**src/rtl/jpeg_inverse_zigzag.sv**
```systemverilog
// ---------------------------------------------------------------------------
// JpegInverseZigzag (module jpeg_inverse_zigzag)
//
// Streaming inverse-zigzag reorder buffer for the JPEG decode path. Each
// 8x8 block arrives in zigzag order and is written into one of two
// ping-pong banks at its raster position. A full bank is then streamed out
// in raster order (index = row*8 + col) while the other bank fills.
//
// Ports:
//   clk      - clock, all state changes on the rising edge
//   reset    - synchronous, active-high reset
//   s_valid  - input coefficient valid
//   s_ready  - input can accept (low while the write bank is full or in reset)
//   s_data   - coefficient at zigzag index k of the current block
//   s_last   - marks zigzag index 63 (only checked with DEZIGZAG_ERR_EN)
//   m_valid  - output coefficient valid
//   m_ready  - downstream accepts
//   m_data   - coefficient at raster index m_index
//   m_index  - raster index of m_data, 0..63
//   m_last   - high with m_index == 63
//   err      - sticky framing error
//
// Optional feature macro: DEZIGZAG_ERR_EN
//   Enables s_last framing checks, early block close and a per-bank
//   written mask so unwritten raster positions read back as zero.
// ---------------------------------------------------------------------------
module jpeg_inverse_zigzag #(
   parameter int DATA_WIDTH = 32
) (
   input  logic                  clk,
   input  logic                  reset,
   input  logic                  s_valid,
   output logic                  s_ready,
   input  logic [DATA_WIDTH-1:0] s_data,
   input  logic                  s_last,
   output logic                  m_valid,
   input  logic                  m_ready,
   output logic [DATA_WIDTH-1:0] m_data,
   output logic [5:0]            m_index,
   output logic                  m_last,
   output logic                  err
);

   // Zigzag position k maps to raster position ZZ[k].
   localparam int ZZ [64] = '{
       0,  1,  8, 16,  9,  2,  3, 10, 17, 24, 32, 25, 18, 11,  4,  5,
      12, 19, 26, 33, 40, 48, 41, 34, 27, 20, 13,  6,  7, 14, 21, 28,
      35, 42, 49, 56, 57, 50, 43, 36, 29, 22, 15, 23, 30, 37, 44, 51,
      58, 59, 52, 45, 38, 31, 39, 46, 53, 60, 61, 54, 47, 55, 62, 63
   };

   logic                  wr_bank;
   logic                  rd_bank;
   logic [5:0]            wr_cnt;
   logic [5:0]            rd_cnt;
   logic [1:0]            full;
   logic [1:0]            full_nxt;
   logic [DATA_WIDTH-1:0] bank_mem [0:127];
   logic [5:0]            zz_addr;
   logic                  accept;
   logic                  close_blk;
   logic                  load;
   logic                  free_blk;
   logic [DATA_WIDTH-1:0] rd_word;

   // Handshake decode. The write bank can never be the bank currently being
   // read (that one is full), so writes and reads never touch the same bank.
   assign s_ready  = !reset && !full[wr_bank];
   assign accept   = s_valid && s_ready;
   assign zz_addr  = 6'(ZZ[wr_cnt]);
   assign load     = full[rd_bank] && (!m_valid || m_ready);
   assign free_blk = load && (rd_cnt == 6'd63);

`ifdef DEZIGZAG_ERR_EN
   logic [1:0][63:0] written;

   // An early s_last closes the block just like the 64th coefficient does.
   assign close_blk = accept && ((wr_cnt == 6'd63) || s_last);
   assign rd_word   = written[rd_bank][rd_cnt] ? bank_mem[{rd_bank, rd_cnt}]
                                               : '0;

   // Track which raster slots of each bank hold real data so a block that
   // was closed early reads its missing positions as zero. A bank's mask is
   // wiped as it is handed back to the writer.
   always_ff @(posedge clk) begin
      if (reset) begin
         written <= '0;
      end else begin
         if (free_blk)
            written[rd_bank] <= '0;
         if (accept)
            written[wr_bank][zz_addr] <= 1'b1;
      end
   end

   // Sticky framing error: s_last must be present exactly on zigzag index 63.
   always_ff @(posedge clk) begin
      if (reset)
         err <= 1'b0;
      else if (accept && (s_last != (wr_cnt == 6'd63)))
         err <= 1'b1;
   end
`else
   logic last_unused;

   // Without framing checks a block always closes on its 64th coefficient.
   assign close_blk   = accept && (wr_cnt == 6'd63);
   assign rd_word     = bank_mem[{rd_bank, rd_cnt}];
   assign err         = 1'b0;
   assign last_unused = s_last;
`endif

   // Bank occupancy: a write can complete one bank while a read frees the
   // other on the same edge, so both updates are applied independently.
   always_comb begin
      full_nxt = full;
      if (close_blk)
         full_nxt[wr_bank] = 1'b1;
      if (free_blk)
         full_nxt[rd_bank] = 1'b0;
   end

   // Coefficient storage, written at the raster slot of the incoming
   // zigzag index. No reset: stale contents are never read before rewrite.
   always_ff @(posedge clk) begin
      if (accept)
         bank_mem[{wr_bank, zz_addr}] <= s_data;
   end

   // Write-side bookkeeping: count coefficients and flip banks on close.
   always_ff @(posedge clk) begin
      if (reset) begin
         wr_bank <= 1'b0;
         wr_cnt  <= '0;
         full    <= '0;
      end else begin
         full <= full_nxt;
         if (close_blk) begin
            wr_cnt  <= '0;
            wr_bank <= ~wr_bank;
         end else if (accept) begin
            wr_cnt <= wr_cnt + 6'd1;
         end
      end
   end

   // Read side and output register. A new coefficient loads whenever the
   // register is empty or being consumed; otherwise a consumed value just
   // drops m_valid and the payload fields hold their last values.
   always_ff @(posedge clk) begin
      if (reset) begin
         rd_bank <= 1'b0;
         rd_cnt  <= '0;
         m_valid <= 1'b0;
         m_data  <= '0;
         m_index <= '0;
         m_last  <= 1'b0;
      end else if (load) begin
         m_valid <= 1'b1;
         m_data  <= rd_word;
         m_index <= rd_cnt;
         m_last  <= (rd_cnt == 6'd63);
         if (free_blk) begin
            rd_cnt  <= '0;
            rd_bank <= ~rd_bank;
         end else begin
            rd_cnt <= rd_cnt + 6'd1;
         end
      end else if (m_valid && m_ready) begin
         m_valid <= 1'b0;
      end
   end

endmodule

```
**config.mk**
```make
export PLATFORM = sky130hd
export DESIGN_NAME = jpeg_inverse_zigzag
export DESIGN_NICKNAME = d
export VERILOG_FILES = /design/src/rtl/jpeg_inverse_zigzag.sv
export SDC_FILE = /design/constraint.sdc
export NUM_CORES = 2
export LEC_CHECK = 0
export CORE_UTILIZATION = 59
export CTS_BUF_LIST = sky130_fd_sc_hd__clkbuf_8
export DETAILED_ROUTE_END_ITERATION = 10
export PLACE_DENSITY = 0.81
export RECOVER_POWER = 50
export SLEW_MARGIN = 20
export SYNTH_ARGS = -nofsm -noshare
export SYNTH_HDL_FRONTEND = slang
export SYNTH_SLANG_ARGS = --single-unit
```
**constraint.sdc**
```tcl
create_clock -name clk -period 5.3 [get_ports clk]
set_input_delay 0.795 -clock clk [delete_from_list [all_inputs] [get_ports clk]]
set_output_delay 0.795 -clock clk [all_outputs]
set_load 0.005 [all_outputs]
```
Yosys cells after proc, flatten, opt, wreduce, memory -nomap -nowiden
Memory sizes are Yosys's and may differ from the RTL's. A register that Yosys moved wholly into a read port is not among the register bits.
Cells that the tools add are included.

word-level totals
  bits in latches = 0
  bits in read-only memories = 2048
  output and inout bits = 42
  register bits = 24
  memory bits (writable) = 4096
  memories = 2
  input port bits = 37

cells by class
  divide/modulo/power cells = 0
  reductions and logical operators = 15
  bitwise logic cells = 6
  $lt $le $gt $ge = 5
  multiply operators = 0
  shift-type cells = 0
  $add $sub $neg = 2
  equality and inequality tests = 2
  multiplexer cells = 17

memories
  memory           words  width  rd ports  clocked after Yosys merged registers in  write ports  line  RTL
  bank_mem         128    32     1         1                                        1            58    logic [DATA_WIDTH-1:0] bank_mem [0:127];
  (no name shown)  64     32     1         0                                        0            70    assign zz_addr = 6'(ZZ[wr_cnt]);

operators by type and width
  kind                                                                           number
  6-bit two-way mux                                                              3
  6-bit by 1-bit adder with 6-bit output (second input constant)                 2
  6-bit == test (second input constant)                                          2
  1-bit two-way mux                                                              10
  1-bit logical AND                                                              8
  7-bit greater-or-equal comparator (second input constant)                      1
  6-bit inverter with 7-bit output                                               1
  1-bit by 2-bit less-than comparator with 1-bit output (second input constant)  2
  2-bit two-way mux                                                              2
  1-bit zero test                                                                3
  2-bit AND                                                                      1
  1-bit demux with 1-bit select                                                  2
  1-bit greater-or-equal comparator (second input constant)                      2
  1-bit inverter                                                                 2
  2-bit inverter                                                                 1
  2-bit bitwise OR                                                               1
  2-bit AND reduction                                                            1
  2-bit nonzero test                                                             1
  2-bit OR reduction                                                             1
  1-bit logical OR                                                               1

Longest topological paths before layout
  depth in word-level cells = 9
  depth in mapped cells = 13
  depth with buffers taken out = 10

Least setup slack after synthesis
Ideal clock, no wire load.

  path type = register -> register
  from = register wr_cnt[1]
  to = memory bank_mem[78][0], enable pin
  stages on the path, launching flop included = 10
  period minus slack after synthesis = 5297 ps
  arrival time = 4829 ps
  path slack = 3 ps
  cells stage by stage = dfxtp_1 clkbuf_1 inv_1 ha_1 inv_1 mux4_2 o21ba_1 o21ai_1 nand3_1 nor3b_1

between the ends
  cells in the longest elaborated chain, start to end = 4

ends and longest elaborated chain
  what                                                    line  RTL
  start, declared                                         54    logic [5:0] wr_cnt;
  start signal, assigned                                  142   wr_cnt <= wr_cnt + 6'd1;
  6-bit inverter with 7-bit output (implied by the code)  70
  memory read 64 x 32 bit                                 --
  6-bit two-way mux (implied by the code) (2 in a row)    70
  end, declared                                           58

No other way between the ends. The select of a mux whose other input is x is not followed.

Worst setup path after layout
  from = register rd_bank
  to = register m_data[13] (read register of bank_mem)

between the ends
  cells in the longest elaborated chain, start to end = 3

ends and longest elaborated chain
  what                                                  line  RTL
  start, declared                                       53    logic rd_bank;
  start signal, assigned                                165   rd_bank <= ~rd_bank;
  1-bit two-way mux (implied by the code) (2 in a row)  71    assign load = full[rd_bank] && (!m_valid || m_ready);
  1-bit logical AND                                     71
  end, declared                                         38    output logic [DATA_WIDTH-1:0] m_data,

Parallel ways exist; a longest one is shown, timed or not. The select of a mux whose other input is x is not followed.
A chain may end at the register's enable or synchronous reset.

==> summary.md <==
| Metric | Value |
|---|---|
| Status | `finished, violations left` |
| Failing checks | `capacitance limit, slew limit` |
| Post-CTS sizing | `0` |
| Grt met2 use | `~50%` |
| Gr busiest metal | `met2` |
| CP max stage cell | `dfxtp_1` |
| Post-DP HPWL | `255,000 um` |
| Tmin final | `approximately 5.2 ns` |
| #FFs+latches synth | `between 4,000 and 5,000` |
| LEAKAGE | `0.0548 uW` |
| Peak VDD IR | `~0.00026 V` |
| Clock skew | `around 0.10 ns` |
| H-tree depth | `6` |
| Worst-path cell chain | `mux2i_1, a21o_1, nor2_1, nand2_1, a221oi_1, nor3_1` |
| Hold_buf cts | `0` |
| Largest net degree at the start of global routing | `around 140` |
| Clock transition at path regs | `0.07 ns` |
| DRT Pass-1 Iters | `9` |
| RSZ-0062 raised after global routing | `no` |
| Internal | `48,000 uW` |
| Setup CP Type | `flop to flop` |
| Largest fanout on the critical path | `22` |
| Final setup TNS | `0 ns` |
| Worst Reg2Reg Path Length in Cells | `6` |
| Height of the die | `523 um` |
| Worst hold path depth | `3` |
| Final Util | `between 60% and 70%` |
| M1 GR Usage | `41.9%` |
| Initial antenna violation count | `23` |
| Total number of vias | `between 80,000 and 90,000` |
| Synth area leaders | `edfxtp_1 77%, mux4_2 14%, mux2i_1 2.4%, dfxtp_1 0.70%, nor2_1 0.52%` |
| Area occupied by multi-input gates | `~34,000 um^2` |
| Synthesis Warnings | `0` |
| Asr flop ratio synth | `0%` |
| Top_reg_cell synth | `edfxtp_1` |
| Seq pwr share | `a little under 60%` |
| Initial core utilization | `between 50 and 60%` |
| Cell Area, Synth | `160,000 um^2` |
| Crit path launch type | `flop` |
| CTS tree | `yes` |
| Register Area | `around 120,000 um^2` |
| Clock power frac | `39.5%` |
| Core ar. | `about 270,000 um^2` |
| MaxCap Viol Count | `52` |
| First-pass GRT wire length | `a little over 600,000 um` |
| Avg Inst Size Synth | `about 22 um^2` |
| Final Max Tran Viols | `approximately 3,400` |
| Post-Syn Nets | `about 7,300` |
| CTS Buffer Depth | `4` |
| WL final | `about 440,000 um` |
| Switching power | `approximately 13,000 uW` |
| WP data required | `around 6.3 ns` |
| Vias per cell | `between 6 and 7` |
| Yosys cell types | `about 70` |
| Setup Viol. Count Final | `0` |
| IO Port Bufs | `76` |
| Clk sink count | `just over 4,000` |
| Grt ovf | `0` |
| Routability cong. | `between 0.9 and 1` |
| Hold Path Class | `input pin to flop` |
| DRT iter0 DRCs | `~14,000` |
| Period utilization | `a little over nine tenths` |
| Layout cell share with drive strength beyond 1 | `27.4%` |
| Comb power frac | `roughly 1.3%` |
| Post-DR wirelength/cell | `36.4 um` |
| Synth top area share | `between 70% and 80%` |
| Synthesis-to-finish area growth | `12.2%` |
| EDFF count, synth | `~4,000` |
| Slew headroom | `-213%` |
| Crit path depth | `6` |
| Final Hold Viols | `0` |
| Cell accounting for the most synthesized area | `edfxtp_1` |
| Row cnt | `between 150 and 200` |
| Worst slew pin tran | `~4.7 ns` |
| Pwr Density | `340 nW/um^2` |
| IO Pins | `79` |
| CTS root buffer | `clkbuf_8` |
| Die width | `523 um` |
| All-Layer GR Usage | `~32%` |
| Final #Nets | `about 8,000` |
| Insertion delay to the later sink of the worst-skew pair | `approximately 1.2 ns` |
| Top delay family on crit path | `flip-flops` |
| CTS Buf Count | `roughly 630` |
| Met3 Use GR | `10.0%` |
| Filler Cell Count | `between 15,000 and 20,000` |
| DRT antenna net count | `0` |
| CP peak stage delay | `~1.6 ns` |
| Die ar. | `~270,000 um^2` |
| DRC viols | `0` |
| Cells after Synth | `~7,200` |
| Critical Path End Type | `flop` |
| Worst path bufs/invs | `0` |
| Register area share after synthesis | `just under 80%` |
| Vias in the first global route | `about 84,000` |
| Switching Share | `between 20% and 30%` |
| Critical Path AT | `between 6 and 7 ns` |
| Setup repair bufs after CTS | `0` |
| F_max | `about 0.19 GHz` |
state kept, by name, indices dropped and copies added, names as in the netlist:
name,count
m_last,1
full,2
m_index,6
wr_bank,1
m_data,32
rd_bank,1
wr_cnt,6
rd_cnt,6
bank_mem,4096
m_valid,1
final timing paths:
path / from / to / slack [ns]
setup / recovery: rd_bank / m_data[13] / 0.11
hold / removal: reset / rd_bank / 0.32
setup reg to reg: rd_bank / m_data[13] / 0.11
hold reg to reg: m_index[2] / m_index[2] / 0.46
logic make-up (layout without fill, tap and decap cells):
group | Yosys count | count (layout) | share of synthesized area, %
flops | 4152 | 4152 | 77.5
mux | 1367 | 1367 | 16.1
compound gates | 702 | 702 | 3.01
simple gates | 548 | 548 | 1.53
buf+inv | 427 | 1622 | 1.74
fa+ha+maj | 19 | 19 | 0.148
xor+xnor | 10 | 10 | 0.0547
other cells | 1 | 19 | 0.00234
per-layer routing:
metal	part of all wire, %	vias up
li1	-	32200
met1	33	42400
met2	46	7144
met3	15	1309
met4	6.6	4
met5	0.0050	-
cells in the mapped netlist, types with 39 or more instances:
cell,number
nand2_1,143
a211oi_1,61
buf_4,62
dfxtp_1,56
nand3_1,39
mux2i_1,388
a21oi_1,156
o21ai_0,55
buf_6,45
mux4_2,961
nor2_1,220
o22ai_1,79
edfxtp_1,4096
a22oi_1,81
buf_2,125
clkbuf_1,115
a221oi_1,63
metrics by stage:
stage | setup WS (ns) | hold WS, ns | cell area [um^2] | total power (uW) | instances
final | 0.105 | 0.322 | 180000 | 61100 | 12000
after global routing | 0.495 | 0.308 | 180000 | 62600 | 12000
after CTS | 1.06 | 0.0537 | 180000 | 61200 | 12000
after detailed placement | 1.06 | 0.451 | 169000 | 37600 | 10800
after global placement | 1.13 | 0.451 | 169000 | 37500 | 10800
after floorplan | 0.00271 | 0.443 | 160000 | 36900 | 7226
final cells by class:
type	instances	area share, %
inverters	20	0.0439
clock buffers	642	4.92
well taps	3552	2.47
flip-flops and latches	4152	69.1
diodes	18	0.0251
multi-input cells	2647	19.1
repair buffers	478	2.92
clock inverters	482	1.42
power groups by stage:
| stage | combinational [uW] | sequential, uW | clock [uW] |
|---|---|---|---|
| 2_1_floorplan | 91.6 | 36800 | 0 |
| 3_3_place_gp | 748 | 36800 | 0 |
| 3_5_place_dp | 808 | 36800 | 0 |
| 4_1_cts | 807 | 36100 | 24300 |
| 5_1_grt | 826 | 36100 | 25600 |
| 6_report | 813 | 36200 | 24200 |
placed cells by master (no fill, tap or decap), drive strengths merged, types with 19 or more instances in the layout:
cell | synthesis | layout
edfxtp | 4096 | 4096
mux4 | 961 | 961
clkbuf | 115 | 711
mux2i | 388 | 388
buf | 292 | 366
inv | 17 | 267
nor2 | 222 | 222
clkinv | 3 | 220
a21oi | 156 | 156
nand2 | 143 | 143
o21ai | 93 | 93
a22oi | 81 | 81
o22ai | 79 | 79
a221oi | 66 | 66
a211oi | 62 | 62
dfxtp | 56 | 56
nand3 | 39 | 39
o221ai | 35 | 35
nor2b | 32 | 32
nor3 | 30 | 30
dlygate4sd3 | 0 | 29
nand2b | 27 | 27
and2 | 22 | 22
a31oi | 20 | 20
ha | 19 | 19
worst reg2reg max path, stage by stage (launching register included):
cell	delay, ns
dfxtp_1	1.61
mux2i_1	0.74
a21o_1	0.35
nor2_1	0.83
nand2_1	0.36
a221oi_1	1.00
nor3_1	0.10
No activity file was read; power rests on OpenSTA's default activity.
